<file path="src/rtl/matrix_result_buffer_pkg.sv">
// Shared definitions for the matrix result buffer: FSM encoding and index-width helper.
package matrix_result_buffer_pkg;

    localparam logic [0:0] ST_COLLECT = 1'b0;
    localparam logic [0:0] ST_DRAIN   = 1'b1;

    // A 1x1 matrix still needs a 1-bit index port.
    function automatic int idx_width(input int n);
        return (n > 1) ? $clog2(n) : 1;
    endfunction

endpackage

</file>
<file path="src/rtl/matrix_result_buffer_if.sv">
// Result-capture and drain handshake bundle between the multiplier, the buffer and the consumer.
interface matrix_result_buffer_if
    import matrix_result_buffer_pkg::*;
#(
    parameter int N  = 4,
    parameter int W  = 32,
    parameter int IW = idx_width(N)
);
    logic          clear;
    logic [W-1:0]  z_out;
    logic [IW-1:0] z_i;
    logic [IW-1:0] z_j;
    logic          z_stb;
    logic          z_ack;
    logic [W-1:0]  current_element;
    logic          full;
    logic [W-1:0]  out_data;
    logic [IW-1:0] out_i;
    logic [IW-1:0] out_j;
    logic          out_valid;
    logic          out_ready;
    logic          done;

    modport master (
        output clear, z_out, z_i, z_j, z_stb, out_ready,
        input  z_ack, current_element, full, out_data, out_i, out_j, out_valid, done
    );

    modport slave (
        input  clear, z_out, z_i, z_j, z_stb, out_ready,
        output z_ack, current_element, full, out_data, out_i, out_j, out_valid, done
    );
endinterface

</file>
<file path="src/rtl/matrix_index_counter.sv">
// Row-major [i][j] pointer over an N x N matrix; wraps to [0][0] after the last element.
module matrix_index_counter #(
    parameter int N  = 4,
    parameter int IW = 2
) (
    input  logic          clk,
    input  logic          rst,
    input  logic          inc,
    input  logic          clr,
    output logic [IW-1:0] i,
    output logic [IW-1:0] j,
    output logic          last
);
    localparam logic [IW-1:0] MAX_IDX = IW'(N - 1);

    logic [IW-1:0] r_i;
    logic [IW-1:0] r_j;

    // NOTE: sequential state uses non-blocking assignments so every flop samples pre-edge values.
    always_ff @(posedge clk or posedge rst) begin
        if (rst) begin
            r_i <= '0;
            r_j <= '0;
        end else if (clr) begin
            r_i <= '0;
            r_j <= '0;
        end else if (inc) begin
            if (r_j == MAX_IDX) begin
                r_j <= '0;
                r_i <= (r_i == MAX_IDX) ? '0 : r_i + IW'(1);
            end else begin
                r_j <= r_j + IW'(1);
            end
        end
    end

    assign i    = r_i;
    assign j    = r_j;
    assign last = (r_i == MAX_IDX) && (r_j == MAX_IDX);
endmodule

</file>
<file path="src/rtl/matrix_result_buffer.sv">
// Collects N x N scattered multiplier results, then drains them row-major over a valid/ready port.
module matrix_result_buffer
    import matrix_result_buffer_pkg::*;
#(
    parameter int N  = 4,
    parameter int W  = 32,
    parameter int IW = idx_width(N)
) (
    input  logic                 clk,
    input  logic                 rst,
    matrix_result_buffer_if.slave bus
);
    localparam int              NN       = N * N;
    localparam int              AW       = idx_width(NN);
    localparam int              CW       = $clog2(NN) + 1;
    localparam logic [CW-1:0]   FULL_CNT = CW'(NN);

    logic [0:0]    r_state;
    logic          r_ack;
    logic          r_full;
    logic          r_done;
    logic [CW-1:0] r_count;
    logic [NN-1:0] r_written;
    logic [W-1:0]  r_mem [NN];

    logic [IW-1:0] w_di;
    logic [IW-1:0] w_dj;
    logic          w_dlast;
    logic [AW-1:0] w_waddr;
    logic [AW-1:0] w_raddr;
    logic          w_in_range;
    logic          w_capture;
    logic          w_is_new;
    logic [CW-1:0] w_count_nxt;
    logic          w_fill_done;
    logic          w_accept;
    logic          w_drain_end;

    // NOTE: every always_comb output gets a value on every path, so no latch can be inferred.
    always_comb begin
        w_waddr     = AW'(int'(bus.z_i) * N + int'(bus.z_j));
        w_raddr     = AW'(int'(w_di) * N + int'(w_dj));
        w_in_range  = (int'(bus.z_i) < N) && (int'(bus.z_j) < N);
        // A strobe seen while acking is the same transfer still held, not a new one.
        w_capture   = (r_state == ST_COLLECT) && bus.z_stb && !r_ack && !bus.clear && w_in_range;
        w_is_new    = w_in_range && !r_written[w_waddr] && (r_count != FULL_CNT);
        w_count_nxt = r_count + CW'(w_is_new);
        w_fill_done = w_capture && (w_count_nxt == FULL_CNT);
        w_accept    = (r_state == ST_DRAIN) && bus.out_ready;
        w_drain_end = w_accept && w_dlast;
    end

    always_ff @(posedge clk or posedge rst) begin
        if (rst) begin
            r_state   <= ST_COLLECT;
            r_ack     <= 1'b0;
            r_full    <= 1'b0;
            r_done    <= 1'b0;
            r_count   <= '0;
            r_written <= '0;
        end else if (bus.clear) begin
            r_state   <= ST_COLLECT;
            r_ack     <= 1'b0;
            r_full    <= 1'b0;
            r_done    <= 1'b0;
            r_count   <= '0;
            r_written <= '0;
        end else begin
            r_ack  <= w_capture;
            r_done <= w_drain_end;
            if (w_capture) begin
                r_written[w_waddr] <= 1'b1;
                r_count            <= w_count_nxt;
                if (w_fill_done) begin
                    r_state <= ST_DRAIN;
                    r_full  <= 1'b1;
                end
            end
            if (w_drain_end) begin
                r_state   <= ST_COLLECT;
                r_full    <= 1'b0;
                r_count   <= '0;
                r_written <= '0;
            end
        end
    end

    // NOTE: the storage array is reset and cleared explicitly, so it must stay in flops rather than a RAM macro.
    always_ff @(posedge clk or posedge rst) begin
        if (rst) begin
            for (int k = 0; k < NN; k++) r_mem[k] <= '0;
        end else if (bus.clear) begin
            for (int k = 0; k < NN; k++) r_mem[k] <= '0;
        end else if (w_capture) begin
            r_mem[w_waddr] <= bus.z_out;
        end
    end

    matrix_index_counter #(.N(N), .IW(IW)) u_drain_ptr (
        .clk  (clk),
        .rst  (rst),
        .inc  (w_accept),
        .clr  (bus.clear),
        .i    (w_di),
        .j    (w_dj),
        .last (w_dlast)
    );

    // Stale data survives a drain; the written mask hides it so unwritten entries read as 0.
    assign bus.current_element = (w_in_range && r_written[w_waddr]) ? r_mem[w_waddr] : '0;
    assign bus.z_ack           = r_ack;
    assign bus.full            = r_full;
    assign bus.done            = r_done;
    assign bus.out_valid       = (r_state == ST_DRAIN);
    assign bus.out_data        = r_mem[w_raddr];
    assign bus.out_i           = w_di;
    assign bus.out_j           = w_dj;
endmodule
</file>
<file path="src/flat_wrapper.sv">
// flat-port wrapper written by rule: the top's interface ports become plain ports
module matrix_result_buffer_flat import matrix_result_buffer_pkg::*;
#(
    parameter int N  = 4,
    parameter int W  = 32,
    parameter int IW = idx_width(N)
)
  (clk, rst, bus_clear, bus_z_out, bus_z_i, bus_z_j, bus_z_stb, bus_out_ready, bus_z_ack, bus_current_element, bus_full, bus_out_data, bus_out_i, bus_out_j, bus_out_valid, bus_done);
  matrix_result_buffer_if #(.N(N), .W(W), .IW(IW)) bus_i ();
  input  logic clk;
  input  logic rst;
  input wire logic [$bits(bus_i.clear)-1:0] bus_clear;
  input wire logic [$bits(bus_i.z_out)-1:0] bus_z_out;
  input wire logic [$bits(bus_i.z_i)-1:0] bus_z_i;
  input wire logic [$bits(bus_i.z_j)-1:0] bus_z_j;
  input wire logic [$bits(bus_i.z_stb)-1:0] bus_z_stb;
  input wire logic [$bits(bus_i.out_ready)-1:0] bus_out_ready;
  output wire logic [$bits(bus_i.z_ack)-1:0] bus_z_ack;
  output wire logic [$bits(bus_i.current_element)-1:0] bus_current_element;
  output wire logic [$bits(bus_i.full)-1:0] bus_full;
  output wire logic [$bits(bus_i.out_data)-1:0] bus_out_data;
  output wire logic [$bits(bus_i.out_i)-1:0] bus_out_i;
  output wire logic [$bits(bus_i.out_j)-1:0] bus_out_j;
  output wire logic [$bits(bus_i.out_valid)-1:0] bus_out_valid;
  output wire logic [$bits(bus_i.done)-1:0] bus_done;
  assign bus_i.clear = bus_clear;
  assign bus_i.z_out = bus_z_out;
  assign bus_i.z_i = bus_z_i;
  assign bus_i.z_j = bus_z_j;
  assign bus_i.z_stb = bus_z_stb;
  assign bus_i.out_ready = bus_out_ready;
  assign bus_z_ack = bus_i.z_ack;
  assign bus_current_element = bus_i.current_element;
  assign bus_full = bus_i.full;
  assign bus_out_data = bus_i.out_data;
  assign bus_out_i = bus_i.out_i;
  assign bus_out_j = bus_i.out_j;
  assign bus_out_valid = bus_i.out_valid;
  assign bus_done = bus_i.done;
  matrix_result_buffer #(.N(N), .W(W), .IW(IW)) u_core (.clk(clk), .rst(rst), .bus(bus_i));
endmodule
</file>
<file path="config.mk">
export PLATFORM = sky130hd
export DESIGN_NAME = matrix_result_buffer_flat
export DESIGN_NICKNAME = d
export VERILOG_FILES = /design/src/rtl/matrix_result_buffer_pkg.sv /design/src/rtl/matrix_result_buffer_if.sv /design/src/rtl/matrix_index_counter.sv /design/src/rtl/matrix_result_buffer.sv /design/src/flat_wrapper.sv
export SDC_FILE = /design/constraint.sdc
export NUM_CORES = 1
export LEC_CHECK = 0
export BUFFER_PORTS_ARGS = -buffer_cell sky130_fd_sc_hd__buf_4
export CAP_MARGIN = 40
export CELL_PAD_IN_SITES_DETAIL_PLACEMENT = 1
export CELL_PAD_IN_SITES_GLOBAL_PLACEMENT = 2
export CORE_MARGIN = 1.5
export CORE_UTILIZATION = 46
export CTS_BUF_LIST = sky130_fd_sc_hd__clkbuf_2 sky130_fd_sc_hd__clkbuf_4 sky130_fd_sc_hd__clkbuf_8
export DETAILED_ROUTE_END_ITERATION = 8
export GPL_TIMING_DRIVEN = 0
export MAX_ROUTING_LAYER = met4
export PLACE_DENSITY_LB_ADDON = 0.3
export SYNTH_ARGS = -nofsm -noshare
export SYNTH_HDL_FRONTEND = slang
export SYNTH_SLANG_ARGS = --single-unit
</file>
<file path="constraint.sdc">
create_clock -name clk -period 23 [get_ports clk]
set_input_delay 4.6 -clock clk [delete_from_list [all_inputs] [get_ports clk]]
set_output_delay 4.6 -clock clk [all_outputs]
set_load 0.005 [all_outputs]
</file>
Yosys cells after proc, flatten, opt, wreduce, memory -nomap -nowiden
Index checks and enable logic that the tools add are counted.
{"block": "classes", "n_reduce_logical": 20, "n_eq_ne": 4, "n_lt_le_gt_ge": 5, "n_mux": 35, "bitwise_logic": 4, "addsub": 5}
{"op": "512-bit two-way mux", "n": 2}
{"op": "512-bit bitwise mux", "n": 1}
{"op": "32-bit binary-select mux with 4-bit select", "n": 2}
{"op": "32-bit two-way mux", "n": 6}
{"op": "32-bit demux with 4-bit select", "n": 1}
{"op": "16-bit two-way mux", "n": 3}
{"op": "16-bit OR", "n": 1}
{"op": "5-bit two-way mux", "n": 3}
{"op": "2-bit two-way mux", "n": 7}
{"op": "5-bit greater-or-equal comparator (second input constant)", "n": 2}
{"op": "1-bit logical AND", "n": 10}
{"op": "4-bit NOT with 5-bit output", "n": 2}
{"op": "4-bit by 2-bit adder with 4-bit output", "n": 2}
{"op": "1-bit two-way mux", "n": 8}
{"op": "2-bit nonzero test", "n": 3}
{"op": "3-bit nonzero test", "n": 2}
{"op": "5-bit by 1-bit adder with 5-bit output", "n": 1}
{"op": "5-bit equality test (second input constant)", "n": 1}
{"op": "4-bit by 5-bit < comparator with 1-bit output (second input constant)", "n": 1}
{"op": "5-bit by 1-bit < comparator with 1-bit output (second input constant)", "n": 1}
{"op": "5-bit inequality test (second input constant)", "n": 1}
{"op": "2-bit by 1-bit adder with 2-bit output (second input constant)", "n": 2}
{"op": "1-bit binary-select mux with 4-bit select", "n": 1}
{"op": "1-bit demux with 4-bit select", "n": 1}
{"op": "other kinds (5)", "n": 9}
{"block": "totals", "in_bits": 41, "wordCells": 96, "out_inout_bits": 72, "reg_bits": 540}

Longest topological paths before layout
{"block": "logic_depth", "ltp_word": 12, "ltp_mapped": 11}

By module
From an unflattened synthesis, not the netlist that was laid out.
{"block": "unflattened", "cells_unflattened": 2891, "area_unflattened_um2": 29286.8}
{"mod": "matrix_result_buffer", "cells_each": 2872, "seq_area_each_um2": 13412.9, "area_each_um2": 29067.9, "instances": 1}
{"mod": "matrix_index_counter", "cells_each": 19, "seq_area_each_um2": 100.1, "area_each_um2": 219.0, "instances": 1}

Worst setup path after synthesis
OpenSTA, ideal clock, no wires.
{"block": "synth_path", "path_kind": "in2out", "start": "in bus_z_j[0]", "end": "out bus_current_element[10]", "n_path_buf": 5, "t_arrival_ps": 6213, "setup_slack_ps": 12187, "stages": 8, "path_cell_list": "clkbuf_2 -> buf_2 -> buf_2 -> buf_2 -> buf_2 -> mux4_2 -> a22oi_1 -> a21oi_1"}
{"block": "synth_via", "elab_chain_cells": 6, "elab_cells_between_ends": 8}
{"item": "start, declared", "line": "flat_wrapper.sv:15", "source": "input wire logic [$bits(bus_i.z_j)-1:0] bus_z_j;"}
{"item": "4-bit by 2-bit adder with 4-bit output (*)", "line": "matrix_result_buffer.sv:41", "source": "w_waddr = AW'(int'(bus.z_i) * N + int'(bus.z_j));"}
{"item": "4-bit NOT with 5-bit output (not written as such)", "line": "matrix_result_buffer.sv:110", "source": "assign bus.current_element = (w_in_range && r_written[w_waddr]) ? r_mem[w_waddr] : '0;"}
{"item": "32-bit binary-select mux with 4-bit select", "line": "matrix_result_buffer.sv:110"}
{"item": "32-bit two-way mux (not written as such) (2 in series)", "line": "matrix_result_buffer.sv:110"}
{"item": "32-bit two-way mux (*)", "line": "matrix_result_buffer.sv:110"}
{"item": "end, declared", "line": "flat_wrapper.sv:19", "source": "output wire logic [$bits(bus_i.current_element)-1:0] bus_current_element;"}
Mark *: on every way between the ends. The rest lies on a longest branch, timed or not. The select of a mux whose other input is x is not followed.

Worst setup path after layout
{"block": "layout_path", "start": "in bus_z_j[0]", "end": "out bus_current_element[19]"}
The elaborated chain is that of the path after synthesis.

==> results.toml <==
[yosys]
synth_ff_type = "dfrtp_1"
synthTopCellsByArea = "dfrtp_1 50%, mux4_2 24%, a22o_1 17%"
yosys_warnings = 0
synth_cell_type_count = 36
synth_edf_count = 0
netlist.area_leader.share_pct = 49.7
syn-num-nets = 1875
async_flop_share_pct = 100
synthCells = 1830
yosys.area.top_type = "dfrtp_1"
avgSynthCellArea_sq_um = 14.9
yosysSeqAreaShare_pct = 49.7
ys_ff_latch = 540
syn_area_sq_mm = 0.0272

[power_and_ir_drop]
ir_drop_mv = 0.0450
finalPower_mw = 2.09
p_leak_nw = 13.7
p_per_area_mw_per_mm2 = 66.2

[critical_path]
cp-end-kind = "output pin"
critPathKind = "primary input to output pin"
crit_required_ns = 18.40
crit_path_start_kind = "primary input"
cp.arrival_ns = 7.59
r2r_slack_ns = 19.77
cp_max_fo = 10

[sta]
slew_headroom_pct = 33.3
tns_ns = 0
worst_pin_slew_ns = 1.00
whs_ns = 0.490
fin_skew_ns = 0.0324
period_minus_slack_ns = 12.19
hold_viol_final = 0
drv_slew = 0
rsz0062_at_grt = "false"
fmax_mhz = 82.0
setup_violations = 0
post-route-period-util_pct = 53.0

[grt]
grt_pass1_vias = 22100
grt_pass1_wl_mm = 152
grt_max_degree = 122
grt_util_all_layers_pct = 35.8
grt_antenna_before_repair = 0
grt_overflow_total = 0

[final_layout]
drive_above_1_share_pct = 32.1
finalNonFillerCells = 2907
fill_cells = 5541
areaGrowthSynthToFinish_pct = 16.0
finish.utilization_pct = 54.4
nNetsFinal = 2112
multiInputGateArea_sq_mm = 0.0125
ff_latch_area_sq_mm = 0.0135
final_common_cell = "dfrtp_1"
final_cell_mix = "540 x dfrtp_1, 514 x a22o_1, 292 x mux4_2"

[cts]
postCtsSetupBuffers = 0
clockRootBuffer = "clkbuf_8"
cts_max_level = 3
ctsHoldBuffers = 0
tritoncts = "yes"
clkLatencyLatePin_ns = 0.70
clk_pin_slew_ns = 0.05
cts-resized-gates = 0
clock_sinks = 540
cts_made_buffers = 95
cts_max_path_buffers = 3

[place]
placed_cells = 2733
gp_congestion = 0.905
port_buffers = 78
dp_hpwl_mm = 71.1

[floorplan]
rows = 88
core_sq_mm = 0.0580
die_w_um = 246
io_pins = 113
die_h_um = 246
start_util_pct = 46.9
dieArea_sq_mm = 0.0606

[routing]
drt_pass1_iterations = 5
drt_iter0_markers = 2226
routedWlPerCell_um = 35.3
via_count = 20700
vias_per_cell = 7.13
ant_nets = 0
drt_wl_total_mm = 103
drc = 0

[min_path]
hold_path.class = "flop to flop"

[job]
maxCapViolations = 0

[status]
status = "completed"
[layout make-up]
| cell class | instances | share of cell area, % |
|---|---|---|
| Antenna cell | 2 | 0.0159 |
| Buffer | 260 | 3.69 |
| Clock buffer | 155 | 6.07 |
| Clock inverter | 15 | 0.353 |
| Inverter | 1 | 0.0357 |
| Multi-Input combinational cell | 1029 | 39.7 |
| Sequential cell | 540 | 42.8 |
| Tap cell | 765 | 3.03 |
| Timing Repair Buffer | 140 | 4.28 |
[metrics by stage]
stage                     cell area (sq um)  setup WS, ns
after floorplan                       27200          3.31
after global placement                28700         -2.34
after detailed placement              29500         10.94
after CTS                             31500         10.93
after global routing                  31500         10.77
final                                 31500         10.81
[flip-flops by register name, summed over array words and instances (netlist names)]
register and count:
u_core.r_count 5, u_core.u_drain_ptr.j 2, u_core.bus.z_ack 1, u_core.r_written 16
u_core.r_mem 512, u_core.bus.out_valid 1, u_core.bus.done 1, u_core.u_drain_ptr.i 2
[cells in the mapped netlist (6+ instances only)]
cell,number
a22oi_1,64
buf_2,59
mux4_2,292
dfrtp_1,540
a22o_1,514
buf_1,49
clkbuf_1,135
nand2_1,6
nor2_1,23
o21a_1,16
a21oi_1,53
nor3_1,17
buf_6,14
[final timing paths]
check,from,end,cells past startpoint
max in group asynchronous,rst,u_core.r_mem[429],6
max,bus_z_j[0],bus_current_element[19],9
min,u_core.r_written[12],u_core.r_written[12],1
min reg2reg,u_core.r_written[12],u_core.r_written[12],1
max reg2reg,u_core.bus.out_valid,u_core.r_mem[428],8
min in group asynchronous,rst,u_core.r_count[4],2
[power by group]
group          switching, mW  internal [mW]  total, mW  leakage, nW
clock                  0.422          0.535      0.957         1.08
combinational          0.117         0.0438      0.161         5.12
sequential           0.00879          0.961      0.970         7.52
total                  0.548           1.54       2.09         13.7
[kinds of logic after synthesis]
family	Yosys count	share of synthesized area (%)
AOI/OAI and AO/OA	652	19.9
DFF	540	49.7
and+or+nand+nor	75	1.60
muxes	293	24.2
xor gates and xnor gates	5	0.161
buffers and inverters	261	4.29
adders and majority gates	4	0.184
[critical path, stage by stage]
cell      delay, ns
clkbuf_2       0.18
buf_2          0.32
buf_2          0.43
buf_2          0.51
buf_2          0.51
mux4_2         0.45
a22oi_1        0.26
a21oi_1        0.14
buf_4          0.16
[routing by layer]
metal / routed length (um) / global-route usage (%) / vias to the layer above
met5: 0 / - / -
met4: 4830 / 16.9 / 0
met3: 11700 / 12.0 / 288
met2: 46100 / 50.3 / 1259
met1: 40000 / 46.6 / 11200
li1: - / - / 7982
Power figures use the tool's default switching activity.
